### config.mk
export PLATFORM = sky130hd
export DESIGN_NAME = note_matrix_scan
export DESIGN_NICKNAME = d
export VERILOG_FILES = /design/src/rtl/note_matrix_scan.sv
export SDC_FILE = /design/constraint.sdc
export NUM_CORES = 1
export LEC_CHECK = 0
export ABC_AREA = 1
export CAP_MARGIN = 20
export CORE_ASPECT_RATIO = 0.6
export CORE_MARGIN = 2
export CORE_UTILIZATION = 25
export CTS_CLUSTER_SIZE = 24
export DETAILED_ROUTE_END_ITERATION = 16
export PLACE_DENSITY = 0.51
export SLEW_MARGIN = 10
export SYNTH_ARGS = -nofsm -noshare
export SYNTH_HDL_FRONTEND = slang
export SYNTH_SLANG_ARGS = --single-unit
### constraint.sdc
create_clock -name clk -period 4.87 [get_ports clk]
set_input_delay 0.974 -clock clk [delete_from_list [all_inputs] [get_ports clk]]
set_output_delay 0.974 -clock clk [all_outputs]
set_load 0.1 [all_outputs]
### src/rtl/note_matrix_scan.sv
// Scrolling ROWS x COLS red/blue note frame, scanned one row at a time
// into serial-in/parallel-out LED drivers over a data/clock/latch/OE link.
module note_matrix_scan #(
  parameter int unsigned ROWS    = 8,
  parameter int unsigned COLS    = 10,
  parameter int unsigned CLK_DIV = 4,
  parameter int unsigned DWELL   = 256
) (
  input  logic            clk,
  input  logic            rst,
  input  logic [COLS-1:0] note_R,
  input  logic [COLS-1:0] note_B,
  input  logic [3:0]      offset,
  input  logic            finish,
  output logic            ser_data,
  output logic            ser_clk,
  output logic            ser_latch,
  output logic            oe_n,
  output logic [2:0]      row_idx,
  output logic            frame_tick
);

  localparam int unsigned PIX_W  = 2 * COLS;
  localparam int unsigned WORD_W = PIX_W + ROWS;
  localparam int unsigned DIV_W  = (CLK_DIV > 1) ? $clog2(CLK_DIV) : 1;
  localparam int unsigned BIT_W  = $clog2(WORD_W);
  localparam int unsigned DWL_W  = (DWELL > 1) ? $clog2(DWELL) : 1;
  localparam int unsigned IDX_W  = 3;

  typedef enum logic [2:0] {
    S_IDLE,
    S_LOAD,
    S_SHIFT,
    S_LATCH,
    S_DWELL
  } state_t;

  // Each row is stored as {red lanes, blue lanes}.
  logic [PIX_W-1:0]  frame [ROWS];
  logic [3:0]        offset_q;
  logic              step_c;

  logic [PIX_W-1:0]  row_c;
  logic [ROWS-1:0]   sel_c;
  logic [WORD_W-1:0] load_word_c;

  state_t            state;
  logic [WORD_W-1:0] word;
  logic [DIV_W-1:0]  div_cnt;
  logic [BIT_W-1:0]  bit_cnt;
  logic [DWL_W-1:0]  dwell_cnt;

  assign step_c = (offset != offset_q);

  // Frame store: song end clears everything and wins over a scroll step.
  always_ff @(posedge clk) begin
    if (rst) begin
      offset_q <= '0;
      for (int k = 0; k < ROWS; k++) begin
        frame[k] <= '0;
      end
    end else begin
      offset_q <= offset;
      if (finish) begin
        for (int k = 0; k < ROWS; k++) begin
          frame[k] <= '0;
        end
      end else if (step_c) begin
        for (int k = ROWS - 1; k > 0; k--) begin
          frame[k] <= frame[k-1];
        end
        frame[0] <= {note_R, note_B};
      end
    end
  end

  // Shift word for the current row: blue lanes, red lanes, one-cold row select.
  assign row_c       = frame[row_idx];
  assign sel_c       = ~(ROWS'(1) << row_idx);
  assign load_word_c = {row_c[COLS-1:0], row_c[PIX_W-1:COLS], sel_c};

  // Scan sequencer; oe_n is left alone through LOAD/SHIFT so the last row stays lit.
  always_ff @(posedge clk) begin
    if (rst) begin
      state      <= S_IDLE;
      word       <= '0;
      div_cnt    <= '0;
      bit_cnt    <= '0;
      dwell_cnt  <= '0;
      ser_data   <= 1'b0;
      ser_clk    <= 1'b0;
      ser_latch  <= 1'b0;
      oe_n       <= 1'b1;
      row_idx    <= '0;
      frame_tick <= 1'b0;
    end else begin
      ser_latch  <= 1'b0;
      frame_tick <= 1'b0;
      case (state)
        S_IDLE: begin
          state <= S_LOAD;
        end

        S_LOAD: begin
          word     <= load_word_c;
          ser_data <= load_word_c[WORD_W-1];
          ser_clk  <= 1'b0;
          div_cnt  <= '0;
          bit_cnt  <= '0;
          state    <= S_SHIFT;
        end

        S_SHIFT: begin
          if (div_cnt != DIV_W'(CLK_DIV - 1)) begin
            div_cnt <= div_cnt + DIV_W'(1);
          end else begin
            div_cnt <= '0;
            if (!ser_clk) begin
              ser_clk <= 1'b1;
            end else begin
              ser_clk <= 1'b0;
              word    <= word << 1;
              if (bit_cnt == BIT_W'(WORD_W - 1)) begin
                ser_data  <= 1'b0;
                ser_latch <= 1'b1;
                oe_n      <= 1'b1;
                state     <= S_LATCH;
              end else begin
                bit_cnt  <= bit_cnt + BIT_W'(1);
                ser_data <= word[WORD_W-2];
              end
            end
          end
        end

        S_LATCH: begin
          oe_n      <= 1'b0;
          dwell_cnt <= '0;
          state     <= S_DWELL;
        end

        S_DWELL: begin
          if (dwell_cnt == DWL_W'(DWELL - 1)) begin
            dwell_cnt <= '0;
            state     <= S_LOAD;
            if (row_idx == IDX_W'(ROWS - 1)) begin
              row_idx    <= '0;
              frame_tick <= 1'b1;
            end else begin
              row_idx <= row_idx + IDX_W'(1);
            end
          end else begin
            dwell_cnt <= dwell_cnt + DWL_W'(1);
          end
        end

        default: begin
          state <= S_IDLE;
        end
      endcase
    end
  end

endmodule

==> impl_metrics.json <==
{
  "status": "completed",
  "grt_util_met3_pct": 2.84,
  "required_ns": 5.11,
  "clk_path_buf_depth": 3,
  "setup_violations": 0,
  "reg2reg_from": "offset_q[0]$_SDFF_PP0_",
  "ioPinCount": 35,
  "setup.worst_path.end_class": "flip-flop",
  "synth_fp_nets": 1304,
  "whs_ns": 0.453,
  "worstHoldPathCells": 2,
  "cts-resized-gates": 0,
  "final_cell_mix": "nand2_1, nor2_1, nand3_1",
  "htreeDepth": 1,
  "reg2reg_slack_ns": 2.24,
  "synthesis.area_mm2": 0.0101,
  "finalHoldViolCount": 0,
  "tns_ns": 0,
  "core-area_mm2": 0.0402,
  "min_path_type": "flip-flop to flip-flop",
  "vdd_drop_max_mv": 0.210,
  "ys_types": 33,
  "power_leakage_nw": 4.46,
  "top_usage_layer": "met1",
  "cts-hold-fix-buffers": 0,
  "drive_above_1_share_pct": 5.04,
  "dr.first_iter.drc_count": 835,
  "vias": 8089,
  "clkTransAtPathRegs_ns": 0.06,
  "cp_cell_sequence": "clkdlybuf4s50_1, inv_1, nand2_1, nand2_1, nor2_1, nand2_1, nand2_2, nand3_4, buf_12",
  "worst-slew-pin-transition_ns": 1.03,
  "cts_setup_buffers": 0,
  "synth_edf_count": 100,
  "avgSynthCellArea_um2": 7.98,
  "rows": 57,
  "ys_warn_count": 0,
  "finalCritPeriodShare_pct": 66.5,
  "die_area_mm2": 0.0421,
  "final_area_mm2": 0.0115,
  "placed_area_mm2": 0.0108,
  "cp_max_fo": 47,
  "use_met2_pct": 15.3,
  "routed_via_density": 4.49,
  "max_freq_ghz": 0.309,
  "cts_tree": "done",
  "critPathLaunchType": "input port",
  "max_stage_delay_ns": 0.52,
  "fin_nets": 1291,
  "grt_first_pass_wirelength_um": 42500,
  "drc": 0,
  "gp_routability_congestion": 0.763,
  "rsz0062_at_grt": "no",
  "cp.arrival_ns": 3.48,
  "cap_violations": 0,
  "power_density_mw_per_mm2": 396,
  "fillers": 4287,
  "dp.final_hpwl_um": 16600,
  "yosys_most_used_dff": "dfxtp_1",
  "syn_inst": 1268,
  "worstHoldEndpoint": "word[3]$_SDFFE_PP0P_",
  "die_w_um": 264,
  "skew_ns": 0.00691,
  "cts_sinks": 220,
  "critical_path_class": "input port to flip-flop",
  "critical-path-top-delay-family": "simple AND/OR/NAND/NOR gates",
  "synth-seq-area-share_pct": 53.4,
  "grt_pass1_vias": 7276,
  "fin_crit_ns": 3.24,
  "multi_input_area_mm2": 0.00380,
  "r2r_cells": 8,
  "initial_core_util_pct": 25.2,
  "r2r_end": "frame[2][13]$_SDFFCE_PN0P_",
  "critPathSlowestCell": "nand3_4",
  "slew_headroom_pct": 31.3,
  "die_h_um": 160,
  "seqCellArea_mm2": 0.00541,
  "overflow": 0,
  "area_growth_pct": 14.0,
  "drv_slew": 0,
  "met1_usage_pct": 21.3,
  "grt_max_degree": 82,
  "wl_per_cell_um": 14.6,
  "clock_latency_ns": 0.51,
  "grt.total_usage_pct": 12.5,
  "path_common_cell": "nand2_1",
  "cts_buffers": 22,
  "wl_um": 26400,
  "port_buffers": 34,
  "final_common_cell": "nand2_1",
  "synth-seq-cells": 220,
  "holdCritStartpoint": "word[3]$_SDFFE_PP0P_",
  "ant_nets": 0,
  "antennaDiodeCount": 0,
  "worst-path-buf-inv": 3,
  "antenna_found_initial": 0,
  "async_flop_share_pct": 0,
  "dr.pass1.iters": 5,
  "cts_root_buffer": "clkbuf_16"
}
## registers in the layout, summed over array words and instances (netlist names), 2 cells and up, named ones only
| register | cells |
|---|---|
| bit_cnt | 5 |
| div_cnt | 2 |
| dwell_cnt | 8 |
| frame | 160 |
| offset_q | 4 |
| row_idx | 3 |
| state | 3 |
| word | 27 |
## how the worst max path moves through the flow
stage / start / end / slack [ns] / cells after the start
after global placement: offset[0] / frame[0][7]$_SDFFCE_PN0P_ / 1.10 / 9
after global routing: offset[0] / frame[1][18]$_SDFFCE_PN0P_ / 1.36 / 9
after CTS: offset[0] / frame[0][0]$_SDFFCE_PN0P_ / 1.58 / 9
after detailed placement: offset[0] / frame[0][10]$_SDFFCE_PN0P_ / 1.04 / 9
final: offset[0] / frame[2][13]$_SDFFCE_PN0P_ / 1.63 / 9
after floorplan: rst / frame[0][0]$_SDFFCE_PN0P_ / 0.43 / 5
## stage by stage
stage               worst slack (ns)  cells  utilization (%)  total power, mW
floorplan                      0.434   1268                -             2.75
global placement                1.10   1762             27.0             2.94
detailed placement              1.04   1762             27.0             2.95
CTS                             1.58   1802             28.7             4.61
global route                    1.36   1802             28.7             4.80
finish                          1.63   1802             28.7             4.57
## synth_stat cells, types with 2 or more instances
| cell type | count | share of area [%] |
|---|---|---|
| ha_1 | 9 | 1.1 |
| nand2_1 | 289 | 11 |
| o21ai_0 | 56 | 2.8 |
| o211ai_1 | 2 | 0.15 |
| edfxtp_1 | 100 | 30 |
| dfxtp_1 | 120 | 24 |
| buf_1 | 2 | 0.074 |
| clkbuf_1 | 35 | 1.3 |
| nand4_1 | 62 | 3.8 |
| o21ai_1 | 5 | 0.25 |
| nor2_1 | 163 | 6.0 |
| nand2_2 | 4 | 0.25 |
| nor3_1 | 4 | 0.20 |
| nor4_1 | 2 | 0.12 |
| inv_2 | 6 | 0.22 |
| xor2_1 | 3 | 0.26 |
| inv_1 | 132 | 4.9 |
| buf_2 | 41 | 2.0 |
| nand3_1 | 140 | 6.9 |
| buf_4 | 2 | 0.15 |
| a21oi_1 | 74 | 3.7 |
| buf_6 | 5 | 0.56 |
| nand3b_1 | 2 | 0.15 |
## power breakdown
group / switching (mW) / internal (mW) / total [mW]
Sequential: 0.0893 / 2.09 / 2.18
Combinational: 0.533 / 0.202 / 0.735
Clock: 0.729 / 0.931 / 1.66
Total: 1.35 / 3.22 / 4.57
## cell families after synthesis
group	synth area share (%)
and+or+nand+nor	28.7
buffers and inverters	9.23
DFF	53.4
AOI/OAI and AO/OA	7.19
adders and majority gates	1.11
xor gates and xnor gates	0.346
## tightest hold or removal path, cell delays in order, from the launching register on
cell and delay [ns]:
dfxtp_1 0.32, nand2_1 0.05, nand2_1 0.05
## cell type report
class,count,area share [%]
timing repair buffer,48,3.97
clock inverter,5,0.184
multi-input combinational,825,32.9
clock buffer,35,5.74
tap,531,5.76
sequential,220,46.9
inverter,138,4.49
## layer usage
layer / up-vias / wire, µm
met1: 3713 / 14900
met4: 0 / 336
li1: 4127 / -
met5: - / 0
met2: 221 / 9470
met3: 28 / 1700
Note: power is estimated with default switching activity, not from simulation.
